===== src/rtl/matrix_result_unloader.sv =====
// Streams a captured 3x3 result matrix out one element per transfer with
// valid/ready handshaking, index tagging and a sticky overrun flag.
module matrix_result_unloader #(
    parameter int DATA_W = 8
) (
    input  logic              clk,
    input  logic              reset,
    input  logic              done,
    input  logic [DATA_W-1:0] M0_in,
    input  logic [DATA_W-1:0] M1_in,
    input  logic [DATA_W-1:0] M2_in,
    input  logic [DATA_W-1:0] M3_in,
    input  logic [DATA_W-1:0] M4_in,
    input  logic [DATA_W-1:0] M5_in,
    input  logic [DATA_W-1:0] M6_in,
    input  logic [DATA_W-1:0] M7_in,
    input  logic [DATA_W-1:0] M8_in,
    output logic [DATA_W-1:0] out_data,
    output logic              out_valid,
    input  logic              out_ready,
    output logic [3:0]        out_idx,
    output logic              out_last,
    output logic              busy,
    output logic              overrun
);

    localparam logic [0:0] IDLE   = 1'b0;
    localparam logic [0:0] STREAM = 1'b1;
    localparam logic [3:0] LAST_IDX = 4'd8;

    logic [0:0]        state;
    logic [3:0]        idx_p0;
    logic              ovr_p0;
    logic [DATA_W-1:0] mat_p0 [0:8];

    logic xfer;
    logic last_xfer;
    logic capture;

    assign xfer      = (state == STREAM) && out_ready;
    assign last_xfer = xfer && (idx_p0 == LAST_IDX);
    // A done coinciding with the final transfer chains the next matrix with no gap.
    assign capture   = done && ((state == IDLE) || last_xfer);

    // Control: state, element index and sticky overrun
    always_ff @(posedge clk) begin
        if (!reset) begin
            state  <= IDLE;
            idx_p0 <= 4'd0;
            ovr_p0 <= 1'b0;
        end else begin
            if (capture) begin
                state  <= STREAM;
                idx_p0 <= 4'd0;
            end else if (last_xfer) begin
                state  <= IDLE;
                idx_p0 <= 4'd0;
            end else if (xfer) begin
                idx_p0 <= idx_p0 + 4'd1;
            end
            if (done && (state == STREAM) && !last_xfer)
                ovr_p0 <= 1'b1;
        end
    end

    // Data: matrix buffer, loaded only on an accepted done
    always_ff @(posedge clk) begin
        if (capture) begin
            mat_p0[0] <= M0_in;
            mat_p0[1] <= M1_in;
            mat_p0[2] <= M2_in;
            mat_p0[3] <= M3_in;
            mat_p0[4] <= M4_in;
            mat_p0[5] <= M5_in;
            mat_p0[6] <= M6_in;
            mat_p0[7] <= M7_in;
            mat_p0[8] <= M8_in;
        end
    end

    // Output stage: data forced to zero when nothing is being presented
    always_comb begin
        out_valid = (state == STREAM);
        busy      = out_valid;
        out_idx   = out_valid ? idx_p0 : 4'd0;
        out_last  = out_valid && (idx_p0 == LAST_IDX);
        overrun   = ovr_p0;
        out_data  = '0;
        if (out_valid && (idx_p0 <= LAST_IDX))
            out_data = mat_p0[idx_p0];
    end

endmodule

===== config.mk =====
export PLATFORM = sky130hd
export DESIGN_NAME = matrix_result_unloader
export DESIGN_NICKNAME = d
export VERILOG_FILES = /design/src/rtl/matrix_result_unloader.sv
export SDC_FILE = /design/constraint.sdc
export NUM_CORES = 1
export LEC_CHECK = 0
export ABC_AREA = 1
export ABC_CLOCK_PERIOD_IN_PS = 5800
export BUFFER_PORTS_ARGS = -buffer_cell sky130_fd_sc_hd__buf_2
export CAP_MARGIN = 20
export CORE_ASPECT_RATIO = 1.1
export CORE_MARGIN = 1.5
export CORE_UTILIZATION = 52
export DETAILED_ROUTE_END_ITERATION = 6
export GPL_TIMING_DRIVEN = 0
export PLACE_DENSITY = 0.79
export SLEW_MARGIN = 20
export SYNTH_ARGS = -nofsm -noshare
export SYNTH_HDL_FRONTEND = slang
export SYNTH_SLANG_ARGS = --single-unit

===== constraint.sdc =====
create_clock -name clk -period 5.8 [get_ports clk]
set_input_delay 0.58 -clock clk [delete_from_list [all_inputs] [get_ports clk]]
set_output_delay 0.58 -clock clk [all_outputs]
set_load 0.02 [all_outputs]

# After elaboration in Yosys (flattened, before gate mapping)
# Memories as Yosys holds them, arrays and structs flattened. A register that Yosys moved wholly into a read port is not among the register bits.
# Cells that the tools add are included.
[totals] ff_bits=6 latchBits=0 ram_bits=72 romBits=0 elab_cells=28 memories=1
[classes] addsub=1 mul=0 n_div=0 n_lt_le_gt_ge=1 eq_ne=1 shift=0 n_mux=8 n_bitwise=2 n_reduce_logical=11
[memory_table] name="mat_p0" depth=9 word_bits=8 rd=1 rd_ports_with_merged_regs=1 write_ports=9 line_no="34" rtl="logic [DATA_W-1:0] mat_p0 [0:8];"
[op_table] op="4-bit two-way mux" count=3
[op_table] op="8-bit two-way mux" count=1
[op_table] op="1-bit logical AND" count=7
[op_table] op="4-bit by 1-bit adder with 4-bit output, second input constant" count=1
[op_table] op="4-bit == test, second input constant" count=1
[op_table] op="4-bit <= comparator, second input constant" count=1
[op_table] op="1-bit two-way mux" count=4
[op_table] op="3-bit OR reduction" count=1
[op_table] op="1-bit NOT" count=2
[op_table] op="2-bit nonzero test" count=1
[op_table] op="1-bit zero test" count=1
[op_table] op="1-bit logical OR" count=1

# Logic depth before layout (Yosys ltp)
[logic_depth] ltp_word=6 depth_mapped=9 ltp_nobuf=8

# Least setup slack after synthesis
# Ideal clock, no wire load.
[synth_timing] kind="reg2reg" startpoint="register state, in the netlist busy" endpoint="memory mat_p0[0][0], enable pin" t_arrival_ns=3.937 setup_slack_ns=1.361 stages_incl_launch_ff=5 path_buffers=0 period_less_slack_ns=4.439 path_cell_list="dfxtp_1 nand2_2 nor2_4 nor2_2 nor2_1"
[synth_rtl] item="start, declared" line_no="31" rtl="logic [0:0] state;"
[synth_rtl] item="start signal, assigned" line_no="48" rtl="state <= IDLE;"
[synth_rtl] item="start signal, assigned" line_no="53" rtl="state <= STREAM;"
[synth_rtl] item="start signal, assigned" line_no="56" rtl="state <= IDLE;"
[synth_rtl] item="end, declared" line_no="34"

# Final worst setup path
[layout_timing] startpoint="register idx_p0[0]" endpoint="output port out_data[1]"
[layout_between] elab_chain_len=3
[layout_rtl] item="start, declared" line_no="32" rtl="logic [3:0] idx_p0;"
[layout_rtl] item="start signal, assigned" line_no="59" rtl="idx_p0 <= idx_p0 + 4'd1;"
[layout_rtl] item="4-bit <= comparator" line_no="89" rtl="if (out_valid && (idx_p0 <= LAST_IDX))"
[layout_rtl] item="1-bit logical AND" line_no="89"
[layout_rtl] item="8-bit two-way mux" line_no="89"
[layout_rtl] item="end, declared" line_no="18" rtl="output logic [DATA_W-1:0] out_data,"
# Every way passes these cells.

==> results by group <==
Place
  – Cell Count Post-Placement: 469
  – Area after detailed placement: 3955 sq um
  – Post-DP HPWL: 5105 um
  – Post-place setup slack: 3.610 ns
  – Final weighted congestion in routability-driven placement: 0.7892
  – Number of input and output port buffers inserted: 91

STA
  – Final number of max-transition violations: 0
  – Fin Clk Skew: 0.01052 ns
  – Final period demand of the worst path: 2.524 ns
  – Unrepaired setup endpoints after global routing: false
  – Count of endpoints failing hold in the final timing report: 0
  – Smallest setup slack after layout: 3.276 ns
  – Crit share post-route: 0.4351
  – Max Clk Rate: 396.3 MHz
  – Worst Max-Slew Pin Slew: 0.7977 ns
  – Worst max-slew margin expressed relative to the limit: 0.4669
  – Setup tns final: 0 ns
  – Final setup violation count: 0

Clock network
  – Clock-pin slew on the worst setup and hold paths: 0.08 ns
  – Number of hold buffers added after cts: 0
  – Clock latency of the later-clocked register in the worst-skew pair: 0.35 ns
  – Post-CTS setup buffer count: 0
  – Total clock buffers created by CTS: 9
  – TritonCTS clock tree: done
  – Clock root cell: clkbuf_8
  – Number of H-tree levels: 3
  – Clock Path Buffers: 2
  – Number of gates resized after cts: 0
  – Number of sinks handled by clock tree synthesis: 82

Route
  – Total DRC errors in the routed layout: 0
  – Final Routed Wirelength: 7220 um
  – Drt via density: 5.037
  – Number of optimization iterations in the first detailed-route pass: 5
  – Antenna Violating Nets Remaining: 0
  – DR vias: 2443
  – Routed length per instance: 14.89 um
  – First-iteration detailed-routing DRC count: 196

Worst setup path
  – WP data arrival: 1.94 ns
  – Worst-path fanout max: 8
  – Required time of the worst setup path: 5.22 ns
  – Kind of end point of the critical path: primary output
  – Type of element launching the critical path: flip-flop
  – Crit. Startpoint: idx_p0[0]
  – Critical R2R Launch: idx_p0[0]
  – Critical setup path kind: flip-flop to primary output

Flow run
  – Max-cap viol count: 0

Die
  – Die area: 6907 sq um
  – X dimension of the die: 79.38 um
  – Std-Cell Rows: 30
  – Height of the die: 87.02 um
  – Num ports: 92
  – Core box area: 6193 sq um
  – Starting density of the core: 0.5388

Synthesis
  – Total standard cell area after synthesis: 3337 sq um
  – Avg Cell Area, Syn: 11.27 sq um
  – Cell variety after synth: 21
  – Flip-flop and latch count after synthesis: 82
  – Number of warning messages in the yosys log: 0
  – Net count after synthesis: 374
  – Gate count of the mapped netlist: 296
  – Register area share after synthesis: 0.7079

Global route
  – Maximum number of pins on one net before global-route repair: 27
  – Via count of the first global-routing pass: 2366
  – Global-route wire length before repair: 11070 um
  – Overflow left after global routing: 0
  – Gr usage total: 0.2225
  – Number of antenna violations at the first check in global routing: 0

Finish
  – Nets@finish: 478
  – Share of post-route cells with drive strength above 1: 0.3210
  – Post-route cell area: 4140 sq um
  – Number of filler cells placed in the layout: 511
  – Post-Layout Cell Count: 485
  – Final cell utilization of the core: 0.6685
  – Commonest non-fill, non-tap cell in the layout: buf_2
  – Area delta synth->final: 24.07%
  – Commonest cells after routing, fill and taps aside: 97 x buf_2, 78 x nand2_1, 72 x edfxtp_1
  – Inserted Diodes: 0

Min path
  – Worst hold path startpoint: M1_in[0]
  – Hold Crit Class: primary input to flip-flop

Pwr
  – Leakage: 1.846 nW
  – VDD IR-drop max: 0.0001716 V
  – Total power divided by cell area: 286.5 nW/um^2

Status
  – Outcome: complete, no violations
-- critical path, stage by stage (launching register included) --
cell and delay, ns:
dfxtp_1 0.44, inv_1 0.10, ha_1 0.23, nand3_2 0.11
nor2_2 0.06, a21oi_2 0.31, nor2_1 0.09, nand2_1 0.08
inv_1 0.05, buf_2 0.15
-- registers in the layout (all words and copies together) (netlist names), named ones only --
| signal | cells |
|---|---|
| busy | 1 |
| idx_p0 | 4 |
| mat_p0 | 72 |
| overrun | 1 |
-- cell usage after synthesis --
master    instances  area (sq um)
a21oi_1           1         5.000
a21oi_2           1         8.760
buf_2             6         30.03
buf_4             5         37.54
clkbuf_1          2         7.510
dfxtp_1          10         200.2
edfxtp_1         72          2162
ha_1              2         25.02
inv_1            23         86.33
inv_2             3         11.26
nand2_1          78         292.8
nand2_2           1         6.260
nand3_1          56         280.3
nand3_2           1         10.01
nand4_2           1         12.51
nor2_1           26         97.59
nor2_2            2         12.51
nor2_4            1         11.26
o21ai_0           1         5.000
o21ai_2           1         8.760
xor2_1            3         26.28
-- final timing paths --
path,end,slack [ns],depth (start not counted)
hold reg to reg,overrun,0.47,2
setup reg to reg,mat_p0[6][2],3.66,7
hold / removal,mat_p0[1][0],0.40,1
setup / recovery,out_data[1],3.28,9
-- final cells by class --
| cell class | count | area [sq um] | area share |
|---|---|---|---|
| plain buffers | 13 | 75.07 | 0.01813 |
| clock buffers | 10 | 127.6 | 0.03082 |
| clock inverters | 6 | 57.56 | 0.01390 |
| inverters | 26 | 97.59 | 0.02357 |
| multi-input cells | 175 | 809.5 | 0.1955 |
| flip-flops and latches | 82 | 2362 | 0.5706 |
| well taps | 80 | 100.1 | 0.02418 |
| repair buffers | 93 | 510.5 | 0.1233 |
-- cells by family after synthesis --
family,synth area share
buf+inv,0.05174
simple gates,0.2167
compound gates,0.008247
flops,0.7079
fa+ha+maj,0.007498
xor+xnor,0.007875
-- where the power goes --
group / internal [W] / switching (W)
registers: 0.000677 / 0.00000937
clock network: 0.000196 / 0.000199
logic: 0.0000435 / 0.0000613
total: 0.000917 / 0.000270
-- metal layers --
metal,vias up,part of all wire,GRT usage
met1,1119,0.43,0.2746
met3,17,0.063,0.04084
met5,-,0,0
li1,1202,-,-
met4,0,0.026,0.1212
met2,105,0.48,0.3714
-- stage by stage --
step,hold slack [ns],total power (W)
after floorplan,0.5701,0.0007529
after global placement,0.4502,0.0007975
after detailed placement,0.4585,0.0008045
after CTS,0.3886,0.001191
after global routing,0.3849,0.001228
final,0.4021,0.001186
Power figures use the tool's default switching activity.
